==> src/rtl/timer_pkg.sv <==
// Shared types and constants for the TIMER custom-instruction peripheral.
// The optional preload behaviour is selected by the TIMER_PRELOAD_EN macro in timer_unit.
package timer_pkg;

   localparam int unsigned CNT_W_DEF    = 32;
   localparam logic [6:0]  TIMER_OPCODE = 7'b0100101;

   typedef enum logic [2:0] {
      TIM_ENABLE  = 3'b000,
      TIM_PSC_I   = 3'b001,
      TIM_ARR_I   = 3'b010,
      TIM_CLEAR   = 3'b011,
      TIM_PSC_REG = 3'b100,
      TIM_ARR_REG = 3'b101,
      TIM_RSVD    = 3'b110,
      TIM_DISABLE = 3'b111
   } timer_cmd_e;

   typedef enum logic {
      IDLE = 1'b0,
      RUN  = 1'b1
   } timer_state_e;

endpackage

==> src/rtl/timer_prescaler.sv <==
// Prescaler stage: counts run cycles and emits a tick when psc_cnt reaches psc.
// clr zeroes the count and masks the tick for that cycle.
module timer_prescaler
   import timer_pkg::*;
#(
   parameter int unsigned CNT_W = CNT_W_DEF
) (
   input  logic             clk,
   input  logic             reset,
   input  logic [CNT_W-1:0] psc,
   input  logic             run,
   input  logic             clr,
   output logic             tick
);

   logic [CNT_W-1:0] r_psc_cnt;
   logic             w_wrap;

   assign w_wrap = (r_psc_cnt >= psc);
   assign tick   = run && w_wrap && !clr;

   always_ff @(posedge clk) begin
      if (reset) begin
         r_psc_cnt <= '0;
      end else if (clr) begin
         r_psc_cnt <= '0;
      end else if (run) begin
         if (w_wrap) r_psc_cnt <= '0;
         else        r_psc_cnt <= r_psc_cnt + CNT_W'(1);
      end
   end

endmodule

==> src/rtl/timer_unit.sv <==
// TIMER instruction executor: prescaled auto-reload up-counter with overflow flag/pulse.
// Define TIMER_PRELOAD_EN to route PSC/ARR writes through shadow registers.
module timer_unit
   import timer_pkg::*;
#(
   parameter int unsigned      CNT_W   = CNT_W_DEF,
   parameter logic [CNT_W-1:0] ARR_RST = {CNT_W{1'b1}},
   parameter logic [CNT_W-1:0] PSC_RST = '0
) (
   input  logic             clk,
   input  logic             reset,
   input  logic             cmd_valid,
   input  logic [2:0]       funct3,
   input  logic [CNT_W-1:0] operand,
   output logic [CNT_W-1:0] cnt_out,
   output logic             running,
   output logic             ovf_flag,
   output logic             ovf_pulse
);

   timer_state_e     r_state;
   logic [CNT_W-1:0] r_cnt;
   logic [CNT_W-1:0] r_psc;
   logic [CNT_W-1:0] r_arr;
   logic             r_ovf_flag;
   logic             r_ovf_pulse;

   timer_cmd_e w_cmd;
   logic       w_en, w_dis, w_clr, w_psc_wr, w_arr_wr;
   logic       w_run, w_tick, w_upd;

   assign w_cmd    = timer_cmd_e'(funct3);
   assign w_en     = cmd_valid && (w_cmd == TIM_ENABLE);
   assign w_dis    = cmd_valid && (w_cmd == TIM_DISABLE);
   assign w_clr    = cmd_valid && (w_cmd == TIM_CLEAR);
   assign w_psc_wr = cmd_valid && ((w_cmd == TIM_PSC_I) || (w_cmd == TIM_PSC_REG));
   assign w_arr_wr = cmd_valid && ((w_cmd == TIM_ARR_I) || (w_cmd == TIM_ARR_REG));

   // A DISABLE freezes both counters in the cycle it arrives.
   assign w_run = (r_state == RUN) && !w_dis;
   assign w_upd = w_tick && (r_cnt >= r_arr);

   timer_prescaler #(
      .CNT_W (CNT_W)
   ) u_psc (
      .clk   (clk),
      .reset (reset),
      .psc   (r_psc),
      .run   (w_run),
      .clr   (w_clr),
      .tick  (w_tick)
   );

`ifdef TIMER_PRELOAD_EN
   logic [CNT_W-1:0] r_psc_sh;
   logic [CNT_W-1:0] r_arr_sh;
   logic             w_load;

   assign w_load = w_upd || w_clr || (w_en && (r_state == IDLE));

   always_ff @(posedge clk) begin
      if (reset) begin
         r_psc_sh <= PSC_RST;
         r_arr_sh <= ARR_RST;
         r_psc    <= PSC_RST;
         r_arr    <= ARR_RST;
      end else begin
         if (w_psc_wr) r_psc_sh <= operand;
         if (w_arr_wr) r_arr_sh <= operand;
         if (w_load) begin
            r_psc <= r_psc_sh;
            r_arr <= r_arr_sh;
         end
      end
   end
`else
   always_ff @(posedge clk) begin
      if (reset) begin
         r_psc <= PSC_RST;
         r_arr <= ARR_RST;
      end else begin
         if (w_psc_wr) r_psc <= operand;
         if (w_arr_wr) r_arr <= operand;
      end
   end
`endif

   // FSM, counter and overflow flags; CLEAR outranks a coincident update.
   always_ff @(posedge clk) begin
      if (reset) begin
         r_state     <= IDLE;
         r_cnt       <= '0;
         r_ovf_flag  <= 1'b0;
         r_ovf_pulse <= 1'b0;
      end else begin
         r_ovf_pulse <= w_upd;
         case (r_state)
            IDLE:    if (w_en)  r_state <= RUN;
            RUN:     if (w_dis) r_state <= IDLE;
            default:            r_state <= IDLE;
         endcase
         if (w_clr) begin
            r_cnt      <= '0;
            r_ovf_flag <= 1'b0;
         end else if (w_upd) begin
            r_cnt      <= '0;
            r_ovf_flag <= 1'b1;
         end else if (w_tick) begin
            r_cnt      <= r_cnt + CNT_W'(1);
         end
      end
   end

   assign cnt_out   = r_cnt;
   assign running   = (r_state == RUN);
   assign ovf_flag  = r_ovf_flag;
   assign ovf_pulse = r_ovf_pulse;

endmodule
==> config.mk <==
export PLATFORM = sky130hd
export DESIGN_NAME = timer_unit
export DESIGN_NICKNAME = d
export VERILOG_FILES = /design/src/rtl/timer_pkg.sv /design/src/rtl/timer_prescaler.sv /design/src/rtl/timer_unit.sv
export SDC_FILE = /design/constraint.sdc
export NUM_CORES = 1
export LEC_CHECK = 0
export ABC_CLOCK_PERIOD_IN_PS = 3300
export CAP_MARGIN = 10
export CORE_MARGIN = 5
export CORE_UTILIZATION = 60
export DETAILED_ROUTE_END_ITERATION = 7
export DONT_BUFFER_PORTS = 1
export PLACE_DENSITY = 0.76
export SKIP_LAST_GASP = 1
export SLEW_MARGIN = 20
export SYNTH_ARGS = -nofsm -noshare
export SYNTH_HDL_FRONTEND = slang
export SYNTH_SLANG_ARGS = --single-unit
==> constraint.sdc <==
create_clock -name clk -period 3.3 [get_ports clk]
set_clock_uncertainty 0.1 [all_clocks]
set_input_delay 0.495 -clock clk [delete_from_list [all_inputs] [get_ports clk]]
set_output_delay 0.495 -clock clk [all_outputs]
set_load 0.1 [all_outputs]
==> flow_summary.ini <==
[critical_path]
timing_worst_setup_path_type = reg -> reg
max_stage_delay_ns = 0.53
worstRegToRegCells = 10
cp-start-kind = flop
cell_occurring_most_often_along_the_worst_timing_path = sky130_fd_sc_hd__o21ai_2
critPathArrivalTime_ns = 3.26
critPathCaptureType = flop
worst-path-max-fanout = 14
worst_flop_to_flop_path_endpoint = cnt_out[13]
crit_required_ns = 3.52
critical_path_s_slowest_cell = sky130_fd_sc_hd__or4b_1
wp_depth = 10
largest_delay_contributor_family_on_the_critical_path = simple AND/OR/NAND/NOR gates
reg2reg_from = r_psc[13]
r2r_slack_ns = 0.25
crit_chain = inv_1 -> ha_1 -> nand2_1 -> nor4_1 -> or4b_1 -> a31oi_4 -> o21ai_2 -> o21ai_2 -> buf_4 -> o21ba_1
worst-path-buf-inv = 2

[clock_tree]
cts_buffers = 17
cts-htree-levels = 4
cts_resized = 0
library_cell_used_as_clock_root_buffer = sky130_fd_sc_hd__clkbuf_16
cts_hold_buffers = 0
clk-insertion-delay-late_ns = 0.43
postCtsSetupRepairBufs = 0
ctsLongestPathBuffers = 2
clock_pin_slew_on_the_worst_setup_and_hold_paths_ns = 0.06
cts_tree = done
clock-sinks = 131

[routing]
drc_errors = 0
antenna_violating_nets_post_route = 0
drt_first_pass_iters = 5
route.vias.total = 5974
viasPerCell = 5.766
routedWlPerCell_um = 15.70
route.final.wire_length_um = 16270
drtIter0Drc = 268

[global_routing]
grt_antenna_before_repair = 0
grt.overflow.total = 0
global_route_wire_length_before_repair_um = 27500
groute.usage.overall = 0.2387
maximum_number_of_pins_on_one_net_before_global_route_repair = 68
grt_pass1_vias = 5981

[synth]
ys.flop_type = sky130_fd_sc_hd__dfxtp_1
yosys_warnings = 0
synth_area_um2 = 6915
ff_latch_count_synth = 131
synth_seq_area_share = 0.3792
syn-mean-instance-area_um2 = 8.069
ys_types = 44
synthesis.nets = 961
synth_edf_count = 0
synthArstFlopShare = 0
gate_count_of_the_mapped_netlist = 857

[worst_hold_path]
hold_path.startpoint = reset
timing.hold.worst.class = in -> reg
timing.hold.worst_path_depth = 1
hold-path-endpoint = running

[cells_and_area]
antennaDiodeCount = 0
layout_overhead_on_the_synthesized_area_pct = 14.84
final_layout_size_suffix_gt1_frac = 0.09406
layout.nets = 984

[timing]
maxSlewHeadroom = 0.2785
maxClockFrequency_ghz = 0.3281
hold_violations = 0
final_min_period_over_clock_period = 0.9235
final-max-slew-violation-count = 0
rsz_0062_raised_after_global_routing = false
clock_period_minus_final_worst_setup_slack_ns = 3.047
worst_pin_slew_ns = 1.080
setup_violations = 0
tns_ns = 0

[die]
design.die.area_um2 = 13770
top_level_ports = 73
die_extent_in_x_um = 117.4
chipHeight_um = 117.4
floorplan.initialDensity = 0.6082
rows = 39
core_area_um2 = 11370

[place]
detailed_place_hpwl_um = 12120
port-buffer-count = 0
routabilityCongestion = 0.8573

[outcome]
status = completed

[flow_run]
drv_cap = 0

[power_and_ir_drop]
ir_drop_uv = 490.7
powerDensity_nw_per_um2 = 506.8
leakagePower_nw = 3.625
total_power_mw = 4.025
==> layout make-up <==
class | count | area (um2)
Fill cell | 914 | 3428
Timing Repair Buffer | 44 | 330.3
Sequential cell | 131 | 2623
Clock inverter | 14 | 234.0
Inverter | 69 | 259.0
Multi-Input combinational cell | 617 | 3877
Tap cell | 143 | 178.9
Clock buffer | 18 | 439.2
==> placed cells by master, fill, tap and decap left out, drive strengths merged, types with 7 or more instances in the layout <==
| master | netlist | final |
|---|---|---|
| nand2 | 168 | 168 |
| dfxtp | 131 | 131 |
| nor2 | 73 | 73 |
| inv | 69 | 69 |
| ha | 66 | 66 |
| a21oi | 61 | 61 |
| buf | 8 | 44 |
| xor2 | 43 | 43 |
| nand3b | 32 | 32 |
| o21ai | 22 | 22 |
| and3 | 20 | 20 |
| clkbuf | 32 | 18 |
| o2111ai | 17 | 17 |
| nand4 | 16 | 16 |
| xnor2 | 13 | 13 |
| nand3 | 12 | 12 |
| and2 | 9 | 9 |
| nor3 | 7 | 7 |
| o211ai | 7 | 7 |
==> cell usage after synthesis (2+ instances only) <==
master | instances | area share
sky130_fd_sc_hd__a2111oi_0 | 2 | 0.0025
sky130_fd_sc_hd__a211oi_1 | 4 | 0.0043
sky130_fd_sc_hd__a21o_1 | 2 | 0.0022
sky130_fd_sc_hd__a21oi_1 | 61 | 0.044
sky130_fd_sc_hd__and2_0 | 2 | 0.0018
sky130_fd_sc_hd__and2_1 | 7 | 0.0063
sky130_fd_sc_hd__and3_1 | 20 | 0.018
sky130_fd_sc_hd__and4_1 | 6 | 0.0076
sky130_fd_sc_hd__buf_2 | 8 | 0.0058
sky130_fd_sc_hd__clkbuf_1 | 32 | 0.017
sky130_fd_sc_hd__dfxtp_1 | 131 | 0.38
sky130_fd_sc_hd__ha_1 | 66 | 0.12
sky130_fd_sc_hd__inv_1 | 69 | 0.037
sky130_fd_sc_hd__mux2i_1 | 2 | 0.0029
sky130_fd_sc_hd__nand2_1 | 168 | 0.091
sky130_fd_sc_hd__nand2b_1 | 6 | 0.0054
sky130_fd_sc_hd__nand3_1 | 12 | 0.0087
sky130_fd_sc_hd__nand3b_1 | 32 | 0.035
sky130_fd_sc_hd__nand4_1 | 16 | 0.014
sky130_fd_sc_hd__nor2_1 | 73 | 0.040
sky130_fd_sc_hd__nor2b_1 | 2 | 0.0018
sky130_fd_sc_hd__nor3_1 | 7 | 0.0051
sky130_fd_sc_hd__nor4_1 | 4 | 0.0036
sky130_fd_sc_hd__o2111ai_1 | 17 | 0.022
sky130_fd_sc_hd__o211ai_1 | 6 | 0.0065
sky130_fd_sc_hd__o21a_1 | 5 | 0.0054
sky130_fd_sc_hd__o21ai_0 | 18 | 0.013
sky130_fd_sc_hd__o21ai_2 | 3 | 0.0038
sky130_fd_sc_hd__o221ai_1 | 2 | 0.0025
sky130_fd_sc_hd__or3_1 | 6 | 0.0054
sky130_fd_sc_hd__xnor2_1 | 13 | 0.016
sky130_fd_sc_hd__xor2_1 | 43 | 0.054
==> power breakdown <==
group / internal, mW / switching [mW] / total [mW] / leakage, nW
combinational: 0.0910 / 0.156 / 0.247 / 2.24
clock: 1.43 / 0.703 / 2.13 / 0.318
sequential: 1.62 / 0.0221 / 1.64 / 1.06
total: 3.14 / 0.881 / 4.02 / 3.63
==> per-layer routing <==
layer  part of all wire  track usage  wire length (um)  up-vias
met3              0.081       0.1015              1319       28
li1                   -            -                 -     2948
met2               0.49       0.3982              7910      140
met4              0.019      0.08920               310        0
met1               0.41       0.2707              6726     2858
met5                  0            0                 0        -
==> metrics by stage <==
stage	hold WS, ns	setup slack (ns)	instance area, um2	instances	util
floorplan	0.3363	0.2007	6915	857	-
global placement	0.3410	0.4247	7267	1004	0.6392
detailed placement	0.3442	0.2859	7267	1004	0.6392
CTS	0.01860	0.2285	7940	1036	0.6984
global route	0.02490	0.04209	7941	1036	0.6985
finish	0.04386	0.2526	7941	1036	0.6985
==> flip-flops by register name (all words and copies together), names as in the netlist <==
signal and cells:
r_arr 32, ovf_pulse 1, r_psc 32, running 1, cnt_out 32, ovf_flag 1, u_psc.r_psc_cnt 32
==> kinds of logic after synthesis <==
group,Yosys count,share of synthesized area
multiplexers,2,0.002895
flip-flops,131,0.3792
AO/OA/AOI/OAI,130,0.1205
adder cells (fa/ha/maj),66,0.1194
XOR/XNOR,56,0.07092
AND/OR/NAND/NOR,363,0.2464
buffers and inverters,109,0.06061
==> worst register-to-register path, stage by stage, from the launching register on <==
cell	delay, ns
sky130_fd_sc_hd__dfxtp_1	0.35
sky130_fd_sc_hd__inv_1	0.06
sky130_fd_sc_hd__ha_1	0.30
sky130_fd_sc_hd__nand2_1	0.07
sky130_fd_sc_hd__nor4_1	0.36
sky130_fd_sc_hd__or4b_1	0.53
sky130_fd_sc_hd__a31oi_4	0.41
sky130_fd_sc_hd__o21ai_2	0.19
sky130_fd_sc_hd__o21ai_2	0.18
sky130_fd_sc_hd__buf_4	0.22
sky130_fd_sc_hd__o21ba_1	0.17
==> worst max path at each step <==
stage | from | end | slack (ns)
after floorplan | cnt_out[0] | cnt_out[10] | 0.20
after global placement | r_psc[15] | cnt_out[13] | 0.42
after detailed placement | u_psc.r_psc_cnt[13] | cnt_out[13] | 0.29
after CTS | r_psc[13] | cnt_out[13] | 0.23
after global routing | r_psc[15] | cnt_out[31] | 0.04
final | r_psc[13] | cnt_out[13] | 0.25
Power figures use the tool's default switching activity.
